$ cat src/rtl/regfile_pkg.sv
// Shared definitions for the register-file write-back block: default register
// width, register-address width, register count and the queue entry layout.
package regfile_pkg;

    localparam int REG_W  = 16;
    localparam int RADD_W = 3;
    localparam int NREG   = 8;

    // One pending register-file write: destination register and value.
    typedef struct packed {
        logic [RADD_W-1:0] add;
        logic [REG_W-1:0]  data;
    } wb_entry_t;

endpackage

$ cat src/rtl/wb_fifo.sv
// Write-back queue storage: DEPTH entries, up to two pushes and one pop per
// clock. The second push lands in the slot after the first, so the first push
// is the older entry. Pointers wrap naturally because DEPTH is a power of two.
module wb_fifo #(
    parameter int DEPTH = 4,
    parameter int W     = 19
) (
    input  logic                         clk_i,
    input  logic                         rst_ni,
    input  logic                         push0_i,
    input  logic [W-1:0]                 data0_i,
    input  logic                         push1_i,
    input  logic [W-1:0]                 data1_i,
    input  logic                         pop_i,
    output logic [W-1:0]                 head_o,
    output logic [$clog2(DEPTH+1)-1:0]   count_o
);

    localparam int PW = $clog2(DEPTH);
    localparam int CW = $clog2(DEPTH+1);

    logic [W-1:0]  mem_q [DEPTH];
    logic [PW-1:0] wptr_q, wptr_d;
    logic [PW-1:0] rptr_q, rptr_d;
    logic [CW-1:0] count_q, count_d;

    // Next pointers and occupancy from this cycle's pushes and pop
    always_comb begin
        wptr_d  = wptr_q + PW'(push0_i) + PW'(push1_i);
        rptr_d  = rptr_q + PW'(pop_i);
        count_d = count_q + CW'(push0_i) + CW'(push1_i) - CW'(pop_i);
    end

    // Control state: cleared asynchronously so in-flight entries are discarded
    always_ff @(posedge clk_i or negedge rst_ni) begin
        if (!rst_ni) begin
            wptr_q  <= '0;
            rptr_q  <= '0;
            count_q <= '0;
        end else begin
            wptr_q  <= wptr_d;
            rptr_q  <= rptr_d;
            count_q <= count_d;
        end
    end

    // Entry storage needs no reset: an entry is only visible while counted
    always_ff @(posedge clk_i) begin
        if (push0_i) mem_q[wptr_q] <= data0_i;
        if (push1_i) mem_q[wptr_q + PW'(1)] <= data1_i;
    end

    assign head_o  = mem_q[rptr_q];
    assign count_o = count_q;

endmodule

$ cat src/rtl/regfile_writeback.sv
// Register-file write-back arbiter. Accepts results from the ALU and the load
// unit into a shared FIFO (load entry older on a tie) and issues one register
// write per cycle from the head while enabled and not frozen by exec.
// Optional macro WB_SCOREBOARD_EN adds a per-register pending-write mask on
// busy_o; without it busy_o is all zeros and no scoreboard logic exists.
module regfile_writeback
    import regfile_pkg::*;
#(
    parameter int DEPTH  = 4,
    parameter int DATA_W = REG_W,
    parameter int ADDR_W = RADD_W
) (
    input  logic                        clk_i,
    input  logic                        rst_ni,
    input  logic                        exec_i,
    input  logic                        enable_i,
    input  logic                        alu_valid_i,
    output logic                        alu_ready_o,
    input  logic [ADDR_W-1:0]           alu_add_i,
    input  logic [DATA_W-1:0]           alu_data_i,
    input  logic                        mem_valid_i,
    output logic                        mem_ready_o,
    input  logic [ADDR_W-1:0]           mem_add_i,
    input  logic [DATA_W-1:0]           mem_data_i,
    output logic [ADDR_W-1:0]           wadd_o,
    output logic [DATA_W-1:0]           wdata_o,
    output logic                        wflag_o,
    output logic [2**ADDR_W-1:0]        busy_o,
    output logic [$clog2(DEPTH+1)-1:0]  count_o
);

    localparam int CW = $clog2(DEPTH+1);
    localparam int NR = 2**ADDR_W;

    typedef struct packed {
        logic [ADDR_W-1:0] add;
        logic [DATA_W-1:0] data;
    } entry_t;

    logic [CW-1:0] count;
    entry_t        head;
    entry_t        first;
    entry_t        second;
    logic          mem_acc;
    logic          alu_acc;
    logic          push0;
    logic          push1;
    logic          pop;

    // Admission: readiness looks only at registered occupancy, never at the
    // pop of the same edge; the ALU may take the last slot only when the load
    // unit is not competing for it.
    always_comb begin
        mem_ready_o = (count < CW'(DEPTH));
        alu_ready_o = (count < CW'(DEPTH-1)) ||
                      ((count == CW'(DEPTH-1)) && !mem_valid_i);
        mem_acc     = mem_valid_i && mem_ready_o;
        alu_acc     = alu_valid_i && alu_ready_o;
        push0       = mem_acc || alu_acc;
        push1       = mem_acc && alu_acc;
        first       = mem_acc ? entry_t'{mem_add_i, mem_data_i}
                              : entry_t'{alu_add_i, alu_data_i};
        second      = entry_t'{alu_add_i, alu_data_i};
    end

    // Issue: the head is written whenever something is queued, the file is
    // enabled and not frozen; the write port reads zero while the queue is empty.
    always_comb begin
        wflag_o = (count != '0) && enable_i && !exec_i;
        pop     = wflag_o;
        wadd_o  = (count != '0) ? head.add  : '0;
        wdata_o = (count != '0) ? head.data : '0;
        count_o = count;
    end

    wb_fifo #(
        .DEPTH (DEPTH),
        .W     (ADDR_W + DATA_W)
    ) u_fifo (
        .clk_i   (clk_i),
        .rst_ni  (rst_ni),
        .push0_i (push0),
        .data0_i (first),
        .push1_i (push1),
        .data1_i (second),
        .pop_i   (pop),
        .head_o  (head),
        .count_o (count)
    );

`ifdef WB_SCOREBOARD_EN
    logic [CW-1:0] pend_q [NR];
    logic [CW-1:0] pend_d [NR];

    // Pending-write counters: +1 per accepted entry, -1 per issued write
    always_comb begin
        pend_d = pend_q;
        for (int r = 0; r < NR; r++) begin
            if (mem_acc && (mem_add_i == ADDR_W'(r))) pend_d[r] = pend_d[r] + CW'(1);
            if (alu_acc && (alu_add_i == ADDR_W'(r))) pend_d[r] = pend_d[r] + CW'(1);
            if (pop && (head.add == ADDR_W'(r)))      pend_d[r] = pend_d[r] - CW'(1);
        end
    end

    // Counter state, dropped together with the queue on reset
    always_ff @(posedge clk_i or negedge rst_ni) begin
        if (!rst_ni) begin
            for (int r = 0; r < NR; r++) pend_q[r] <= '0;
        end else begin
            pend_q <= pend_d;
        end
    end

    // A register is busy while at least one queued write targets it
    always_comb begin
        busy_o = '0;
        for (int r = 0; r < NR; r++) busy_o[r] = (pend_q[r] != '0);
    end
`else
    assign busy_o = '0;
`endif

endmodule
$ cat config.mk
export PLATFORM = sky130hd
export DESIGN_NAME = regfile_writeback
export DESIGN_NICKNAME = d
export VERILOG_FILES = /design/src/rtl/regfile_pkg.sv /design/src/rtl/wb_fifo.sv /design/src/rtl/regfile_writeback.sv
export SDC_FILE = /design/constraint.sdc
export NUM_CORES = 1
export LEC_CHECK = 0
export CORE_AREA = 2 2 95 97
export CTS_CLUSTER_DIAMETER = 60
export DETAILED_ROUTE_END_ITERATION = 10
export DIE_AREA = 0 0 97 99
export PLACE_DENSITY = 0.79
export SETUP_SLACK_MARGIN = 0.3
export SLEW_MARGIN = 20
export SYNTH_ARGS = -nofsm -noshare
export SYNTH_HDL_FRONTEND = slang
export SYNTH_SLANG_ARGS = --single-unit
$ cat constraint.sdc
create_clock -name clk_i -period 7.8 [get_ports clk_i]
set_clock_uncertainty 0.1 [all_clocks]
set_input_delay 1.56 -clock clk_i [delete_from_list [all_inputs] [get_ports clk_i]]
set_output_delay 1.56 -clock clk_i [all_outputs]
set_load 0.1 [all_outputs]
Word-level counts from Yosys, hierarchy flattened
Memory sizes are Yosys's and may differ from the RTL's.
Index checks and enable logic that the tools add are counted.
Cells by class
  $add $sub $neg: 7
  multiplexer cells: 7
  equality and inequality tests: 1
  order comparisons: 2
  reductions and logical operators: 11
Operators by type and width (number)
  $mux W19: 1
  $mux W16: 1
  $add A2 B1 Y2: 3
  $add A3 B1 Y3: 2
  $logic_and A1 B1 Y1: 6
  $mux W1: 4
  $eq A3 B2 Y1 const B: 1
  $lt A3 B2 Y1 const B: 1
  $lt A3 B3 Y1 const B: 1
  $mux W3: 1
  $reduce_bool A3 Y1: 1
  $sub A3 B1 Y3: 1
  $add A2 B1 Y2 const B: 1
  $logic_not A1 Y1: 2
  $logic_or A1 B1 Y1: 2
Storage, ports and cells
  output and inout port bits: 33
  RAM bits: 76
  input bits: 44
  flip-flop bits (word level): 7
  memories kept: 1
Memory list
  u_fifo.mem_q: depth 4, width 19, rd ports 1, clocked after memory_dff 0, wr ports 2, line wb_fifo.sv:22  | logic [W-1:0] mem_q [DEPTH];

Depth between registers and ports, before layout
Gate-level depths: netlist of run 1.
  word-level depth: 8
  depth in mapped cells: 9
  depth with buffers taken out: 9

By module
From an unflattened synthesis of run 1, not the netlist that was laid out.
Unflattened totals
  cells, all modules: 275
  area, all modules: 4727.0 µm²
Modules (own cells, without submodules)
  wb_fifo: area each 4171.5 µm², sequential area each 2457.4 µm², cells an instance 215, times used 1
  regfile_writeback: area each 555.5 µm², sequential area each 0.0 µm², cells an instance 60, times used 1

Least setup slack after synthesis of run 1
Ideal clock, no wire load.
  path type: input-to-output
  start: input port exec_i
  end: output port wflag_o
  arrival time: 3903 ps
  path buffers: 0
  cell stages on the path: 1
  setup slack: 2237 ps
  path through: nor3b_1
On the way
  cells in the longest elaborated chain, start to end: 2
Ends and longest elaborated chain
  start, declared: line regfile_writeback.sv:15  | input logic exec_i,
  $logic_not A1 Y1: line regfile_writeback.sv:69  | wflag_o = (count != '0) && enable_i && !exec_i;
  $logic_and A1 B1 Y1: line regfile_writeback.sv:69
  end, declared: line regfile_writeback.sv:27  | output logic wflag_o,
No other way between the ends.

Worst setup path in the final report of run 1
  start: input port enable_i
  end: output port wflag_o
On the way
  cells in the longest elaborated chain, start to end: 2
Ends and longest elaborated chain
  start, declared: line regfile_writeback.sv:16  | input logic enable_i,
  $logic_and A1 B1 Y1 (2 in series): line regfile_writeback.sv:69
No other way between the ends.

==> reports/qor.tcl, run 1 <==
set qor(result_of_the_run) {complete, no violations}
set qor(netlist.top_cell.by_area) {sky130_fd_sc_hd__edfxtp_1}
set qor(globalplace.congestion) 0.7679
set qor(layout-drive-gt1-share) 0.3666
set qor(detailed_place_hpwl_mm) 5.632
set qor(core-area_mm2) 0.008551
set qor(num_io_pins) 77
set qor(seq_area_frac_synth) 0.5371
set qor(cts_tree) {yes}
set qor(worstPathArrival_ns) 3.76
set qor(num_antenna_cells) 0
set qor(ctsResizeCount) 0
set qor(grt_pass1_vias) 2617
set qor(drt_first_pass_iters) 4
set qor(grt_first_pass_wirelength_mm) 13.68
set qor(critical_path_required_ns) 6.14
set qor(routed_wire_length_per_instance_um) 18.97
set qor(fmaxAchievable_mhz) 184.7
set qor(ys_ff_latch) 83
set qor(setup_tns_final_ns) 0
set qor(setup.worst_path.end_class) {primary output}
set qor(num_rows) 34
set qor(setup-violations-final) 0
set qor(grt_start_max_net_pins) 21
set qor(clock_tree.htree_level_count) 3
set qor(first_iter_violations) 84
set qor(cts_post_setup_buffers_inserted) 0
set qor(report.final.slew_viol_count) 0
set qor(fp.dieArea_mm2) 0.009603
set qor(hold_violations) 0
set qor(die_w_um) 97
set qor(clockRootBuffer) {sky130_fd_sc_hd__clkbuf_8}
set qor(io_buffers) 68
set qor(yosys_warnings) 0
set qor(clk_pin_slew_worst_paths_ns) 0.08
set qor(mostFrequentLayoutCell) {sky130_fd_sc_hd__edfxtp_1}
set qor(cap_viol_max_count) 0
set qor(ctsLongestPathBuffers) 2
set qor(share_of_the_cycle_needed_by_the_critical_path_after_routing) 0.6943
set qor(dieHeight_um) 99
set qor(syn-cell-area_mm2) 0.004576
set qor(postCtsHoldBufs) 0
set qor(grt.overflow.total) 0
set qor(setup.worst_path.class) {in -> out}
set qor(top_post_synthesis_cells_by_area) {sky130_fd_sc_hd__edfxtp_1 50%, sky130_fd_sc_hd__mux2_4 13%, sky130_fd_sc_hd__mux4_2 9.4%}
set qor(fin_crit_ns) 5.416
set qor(layout-area-overhead-vs-synth_pct) 20.45
set qor(numCtsBuffers) 9
set qor(syn_area_per_cell_um2) 17.20
set qor(maxSlewHeadroom) 0.3393
set qor(grt_antenna_before_repair) 0
set qor(synthesis.instances) 266
set qor(worst_pin_slew_ns) 0.9880
set qor(synth_largest_type_area_fraction) 0.4988
set qor(nets) 387
set qor(fill_cells) 606
set qor(layout.cells.most_common_list) {76 x sky130_fd_sc_hd__edfxtp_1, 68 x sky130_fd_sc_hd__clkdlybuf4s50_1, 40 x sky130_fd_sc_hd__mux2_4}
set qor(unrepaired_setup_endpoints_after_global_routing) {false}
set qor(antenna_left) 0
set qor(vias) 2463
set qor(setup.worst_path.start_class) {input port}
set qor(cts.sink_count) 83
set qor(floorplan.initialDensity) 0.5351
set qor(synth.lib_cells_used.distinct) 34
set qor(post_drt_via_cell_ratio) 5.486
set qor(critical_path.max_fanout) 3
set qor(drc_errors_left) 0
set qor(hp-class) {reg -> reg}
set qor(clock_latency_ns) 0.34
set qor(grt_use_total) 0.1872
set qor(routed_wl_mm) 8.518
## synth_stat cells
cell type	count
sky130_fd_sc_hd__o221a_2	1
sky130_fd_sc_hd__o22ai_1	1
sky130_fd_sc_hd__nor2b_1	20
sky130_fd_sc_hd__and2_1	1
sky130_fd_sc_hd__a31oi_4	3
sky130_fd_sc_hd__buf_4	11
sky130_fd_sc_hd__mux2_2	36
sky130_fd_sc_hd__nor2_1	2
sky130_fd_sc_hd__fa_1	3
sky130_fd_sc_hd__nand3_1	1
sky130_fd_sc_hd__nor3b_1	1
sky130_fd_sc_hd__nand2_1	5
sky130_fd_sc_hd__conb_1	1
sky130_fd_sc_hd__and3b_2	1
sky130_fd_sc_hd__nand2b_4	1
sky130_fd_sc_hd__buf_12	1
sky130_fd_sc_hd__edfxtp_1	76
sky130_fd_sc_hd__mux2_4	40
sky130_fd_sc_hd__buf_6	4
sky130_fd_sc_hd__nand4_1	1
sky130_fd_sc_hd__nand2b_1	1
sky130_fd_sc_hd__o31ai_1	1
sky130_fd_sc_hd__inv_1	10
sky130_fd_sc_hd__mux4_2	19
sky130_fd_sc_hd__buf_2	1
sky130_fd_sc_hd__clkbuf_1	4
sky130_fd_sc_hd__a31o_2	1
sky130_fd_sc_hd__a21boi_4	1
sky130_fd_sc_hd__dfrtp_1	7
sky130_fd_sc_hd__nor3_1	3
sky130_fd_sc_hd__a21oi_1	1
sky130_fd_sc_hd__xor2_1	3
sky130_fd_sc_hd__ha_1	3
sky130_fd_sc_hd__a211o_1	1
## path summary, 6_finish.rpt
kind | depth (start not counted) | slack [ns] | startpoint | endpoint
max | 3 | 2.38 | enable_i | wflag_o
min | 2 | 0.65 | u_fifo.count_o[1] | u_fifo.count_o[2]
max reg2reg | 7 | 5.03 | u_fifo.count_o[2] | u_fifo.count_o[1]
min reg2reg | 2 | 0.65 | u_fifo.count_o[1] | u_fifo.count_o[2]
max in group asynchronous | 1 | 5.96 | rst_ni | u_fifo.rptr_q[0]
min in group asynchronous | 1 | 1.38 | rst_ni | u_fifo.count_o[1]
## logic make-up (layout without fill, tap and decap cells)
family          Yosys count  in the layout  synth area share
mux                      95             95            0.3134
flops                    83             83            0.5371
simple gates             37             37           0.04840
buf+inv                  31             99           0.04484
compound gates           10             10           0.02844
fa+ha+maj                 6              6           0.02133
xor+xnor                  3              3          0.005743
other cells               1              8         0.0008196
## per-layer routing
metal / up-vias / track usage / share of wire
met5: - / 0 / 0
met4: 0 / 0.06501 / 0.012
met3: 9 / 0.03121 / 0.044
met2: 65 / 0.3494 / 0.55
met1: 1237 / 0.2187 / 0.39
li1: 1152 / - / -
## critical path, cell delays in order
cell                              delay, ns
sky130_fd_sc_hd__clkdlybuf4s50_1       0.44
sky130_fd_sc_hd__nor3b_1               0.50
sky130_fd_sc_hd__clkdlybuf4s50_1       1.25
## sequential cells by signal, indices dropped and copies added (netlist names)
name and cells:
u_fifo.rptr_q 2, u_fifo.wptr_q 2, u_fifo.count_o 3, u_fifo.mem_q 76
## area by class of cell
type,instances,area (um^2),share of cell area
Sequential cell,83,2457,0.4459
Multi-Input combinational cell,159,1974,0.3582
Timing Repair Buffer,74,733.2,0.1330
Tap cell,108,135.1,0.02452
Clock buffer,11,131.4,0.02384
Clock inverter,4,42.54,0.007718
Inverter,10,37.54,0.006810
## metrics by stage
stage / setup WS, ns / cells / util / hold WS, ns / instance area, um^2
2_1_floorplan: 2.237 / 273 / - / 0.3672 / 4602
3_3_place_gp: 2.383 / 433 / 0.6225 / 0.6437 / 5323
3_5_place_dp: 2.381 / 433 / 0.6225 / 0.6506 / 5323
4_1_cts: 2.363 / 448 / 0.6428 / 0.6631 / 5497
5_1_grt: 2.286 / 449 / 0.6446 / 0.7184 / 5512
6_report: 2.384 / 449 / 0.6446 / 0.6465 / 5512
Power of run 1 is not shown: default switching activity piles up to over one toggle a cycle in this logic, so the estimate is an artifact.
==> run 2: changes to the inputs <==
- CORE_AREA: 2 2 95 97 -> 2 2 96 98
- DIE_AREA: 0 0 97 99 -> 0 0 98 100
- PLACE_DENSITY: 0.79 -> 0.78
- clock period: 7.8 -> 5.4 ns (I/O delays scaled with it)
==> run 2 against run 1 <==
Non-clock buffer count grew 1. Register-to-register slack lost 2.6 ns. Worst setup slack lost 1.2 ns. Die area grew 2.1%. Utilization shrank 1.7 points. Cell count grew 0.67%. Largest cell class unchanged.
==> reports/qor.tcl, run 2 (same netlist as run 1, synthesis figures left out) <==
set qor(hold_ws_ns) 0.6595
set qor(grt_use_total) 0.1866
set qor(die_w_um) 98
set qor(postCtsHoldBufs) 0
set qor(worst_path_dominant_cell_family) {buffers and inverters}
set qor(result_of_the_run) {complete, no violations}
set qor(grt_start_max_net_pins) 21
set qor(layout.cells.most_common_list) {76 x sky130_fd_sc_hd__edfxtp_1, 66 x sky130_fd_sc_hd__clkdlybuf4s50_1, 40 x sky130_fd_sc_hd__mux2_4}
set qor(io_buffers) 68
set qor(layout-area-overhead-vs-synth_pct) 21.85
set qor(worst_path_max_delay_cell) {sky130_fd_sc_hd__clkdlybuf4s50_1}
set qor(worstPathArrival_ns) 3.05
set qor(share_of_the_cycle_needed_by_the_critical_path_after_routing) 0.7826
set qor(dieHeight_um) 100
set qor(fin_crit_ns) 4.226
set qor(grt_first_pass_wirelength_mm) 13.74
set qor(clock_latency_ns) 0.35
set qor(grt_pass1_vias) 2591
set qor(cts.sink_count) 83
set qor(detailed_place_hpwl_mm) 5.717
set qor(core-area_mm2) 0.008890
set qor(layout-drive-gt1-share) 0.3842
set qor(clk_pin_slew_worst_paths_ns) 0.08
set qor(ctsLongestPathBuffers) 2
set qor(setup.worst_path.class) {reg -> out}
set qor(drc_errors_left) 0
set qor(post_drt_via_cell_ratio) 5.542
set qor(critical_path.max_fanout) 11
set qor(dp_slack_ns) 1.503
set qor(first_iter_violations) 99
set qor(num_antenna_cells) 0
set qor(globalplace.congestion) 0.7304
set qor(flip_flop_count_of_the_largest_register_all_copies_and_words_added) 76
set qor(unrepaired_setup_endpoints_after_global_routing) {false}
set qor(routed_wire_length_per_instance_um) 19.34
set qor(final_design_area_no_fill_mm2) 0.005575
set qor(worst_pin_slew_ns) 0.9741
set qor(setup_tns_final_ns) 0
set qor(numCtsBuffers) 9
set qor(floorplan.initialDensity) 0.5147
set qor(setup.worst_path.end_class) {primary output}
set qor(grt_antenna_before_repair) 0
set qor(clockRootBuffer) {sky130_fd_sc_hd__clkbuf_8}
set qor(path_cells) {buf_4 > mux4_2 > nor2b_1 > clkdlybuf4s50_1}
set qor(crit_cells) 4
set qor(vias) 2505
set qor(grt.overflow.total) 0
set qor(post_dp_cell_area_mm2) 0.005349
set qor(clock_tree.htree_level_count) 3
set qor(critical_path_required_ns) 4.22
set qor(final_critical_path_setup_slack_ns) 1.174
set qor(setup.worst_path.start_class) {flop}
set qor(setup-violations-final) 0
set qor(num_rows) 35
set qor(ctsResizeCount) 0
set qor(num_io_pins) 77
set qor(drt_first_pass_iters) 4
set qor(critical_path.max_stage_delay_ns) 0.97
set qor(register_ranked_first_by_flip_flop_count) {u_fifo.mem_q}
set qor(ff_to_ff_setup_slack_ns) 2.44
set qor(cts_tree) {yes}
set qor(fp.dieArea_mm2) 0.009800
set qor(critPathBufInv) 2
set qor(routed_wl_mm) 8.743
set qor(hp-class) {reg -> reg}
set qor(min_delay_path_depth) 2
set qor(hold_violations) 0
set qor(maxSlewHeadroom) 0.3486
set qor(nets) 388
set qor(mostFrequentLayoutCell) {sky130_fd_sc_hd__edfxtp_1}
set qor(cts_post_setup_buffers_inserted) 0
set qor(fmaxAchievable_mhz) 236.6
set qor(r2r_depth) 7
set qor(antenna_left) 0
set qor(report.final.slew_viol_count) 0
set qor(cap_viol_max_count) 0
run 2: cell types whose count changed in the layout (fill, tap and decap cells not counted), sizes merged:
cell and change:
buf +3, bufinv +2, clkbuf -2, clkdlybuf4s50 -2, clkinv -2, inv +1
run 2: worst paths after layout:
path                                    from                end
min                        u_fifo.count_o[1]  u_fifo.count_o[2]
min reg2reg                u_fifo.count_o[1]  u_fifo.count_o[2]
max reg2reg                u_fifo.count_o[1]  u_fifo.count_o[1]
max                         u_fifo.rptr_q[0]          wadd_o[2]
min in group asynchronous             rst_ni  u_fifo.count_o[2]
max in group asynchronous             rst_ni   u_fifo.wptr_q[1]
run 2: area by class of cell:
class                   count  area [um^2]
flip-flops and latches     83         2457
well taps                 111        138.9
clock inverters             5        102.6
repair buffers             75        735.7
inverters                  10        37.54
fillers                   650         3314
clock buffers               9        123.9
multi-input cells         159         1979
run 2: routing by layer:
| metal | up-vias | wire (um) | global-route usage |
|---|---|---|---|
| met5 | - | 0 | 0 |
| met4 | 0 | 166 | 0.08013 |
| met3 | 12 | 445 | 0.03203 |
| met2 | 79 | 4692 | 0.3303 |
| met1 | 1264 | 3439 | 0.2268 |
| li1 | 1150 | - | - |
run 2: metrics by stage:
| step | util | instances |
|---|---|---|
| CTS | 0.6272 | 452 |
| global route | 0.6272 | 452 |
| detailed placement | 0.6017 | 438 |
| finish | 0.6272 | 452 |
| floorplan | - | 273 |
| global placement | 0.6000 | 437 |
run 2: worst min-delay path, stage by stage (launching register included):
cell and delay, ns:
sky130_fd_sc_hd__dfrtp_1 0.47, sky130_fd_sc_hd__ha_1 0.19, sky130_fd_sc_hd__xor2_1 0.06
Power of run 2 is left out for the same reason.
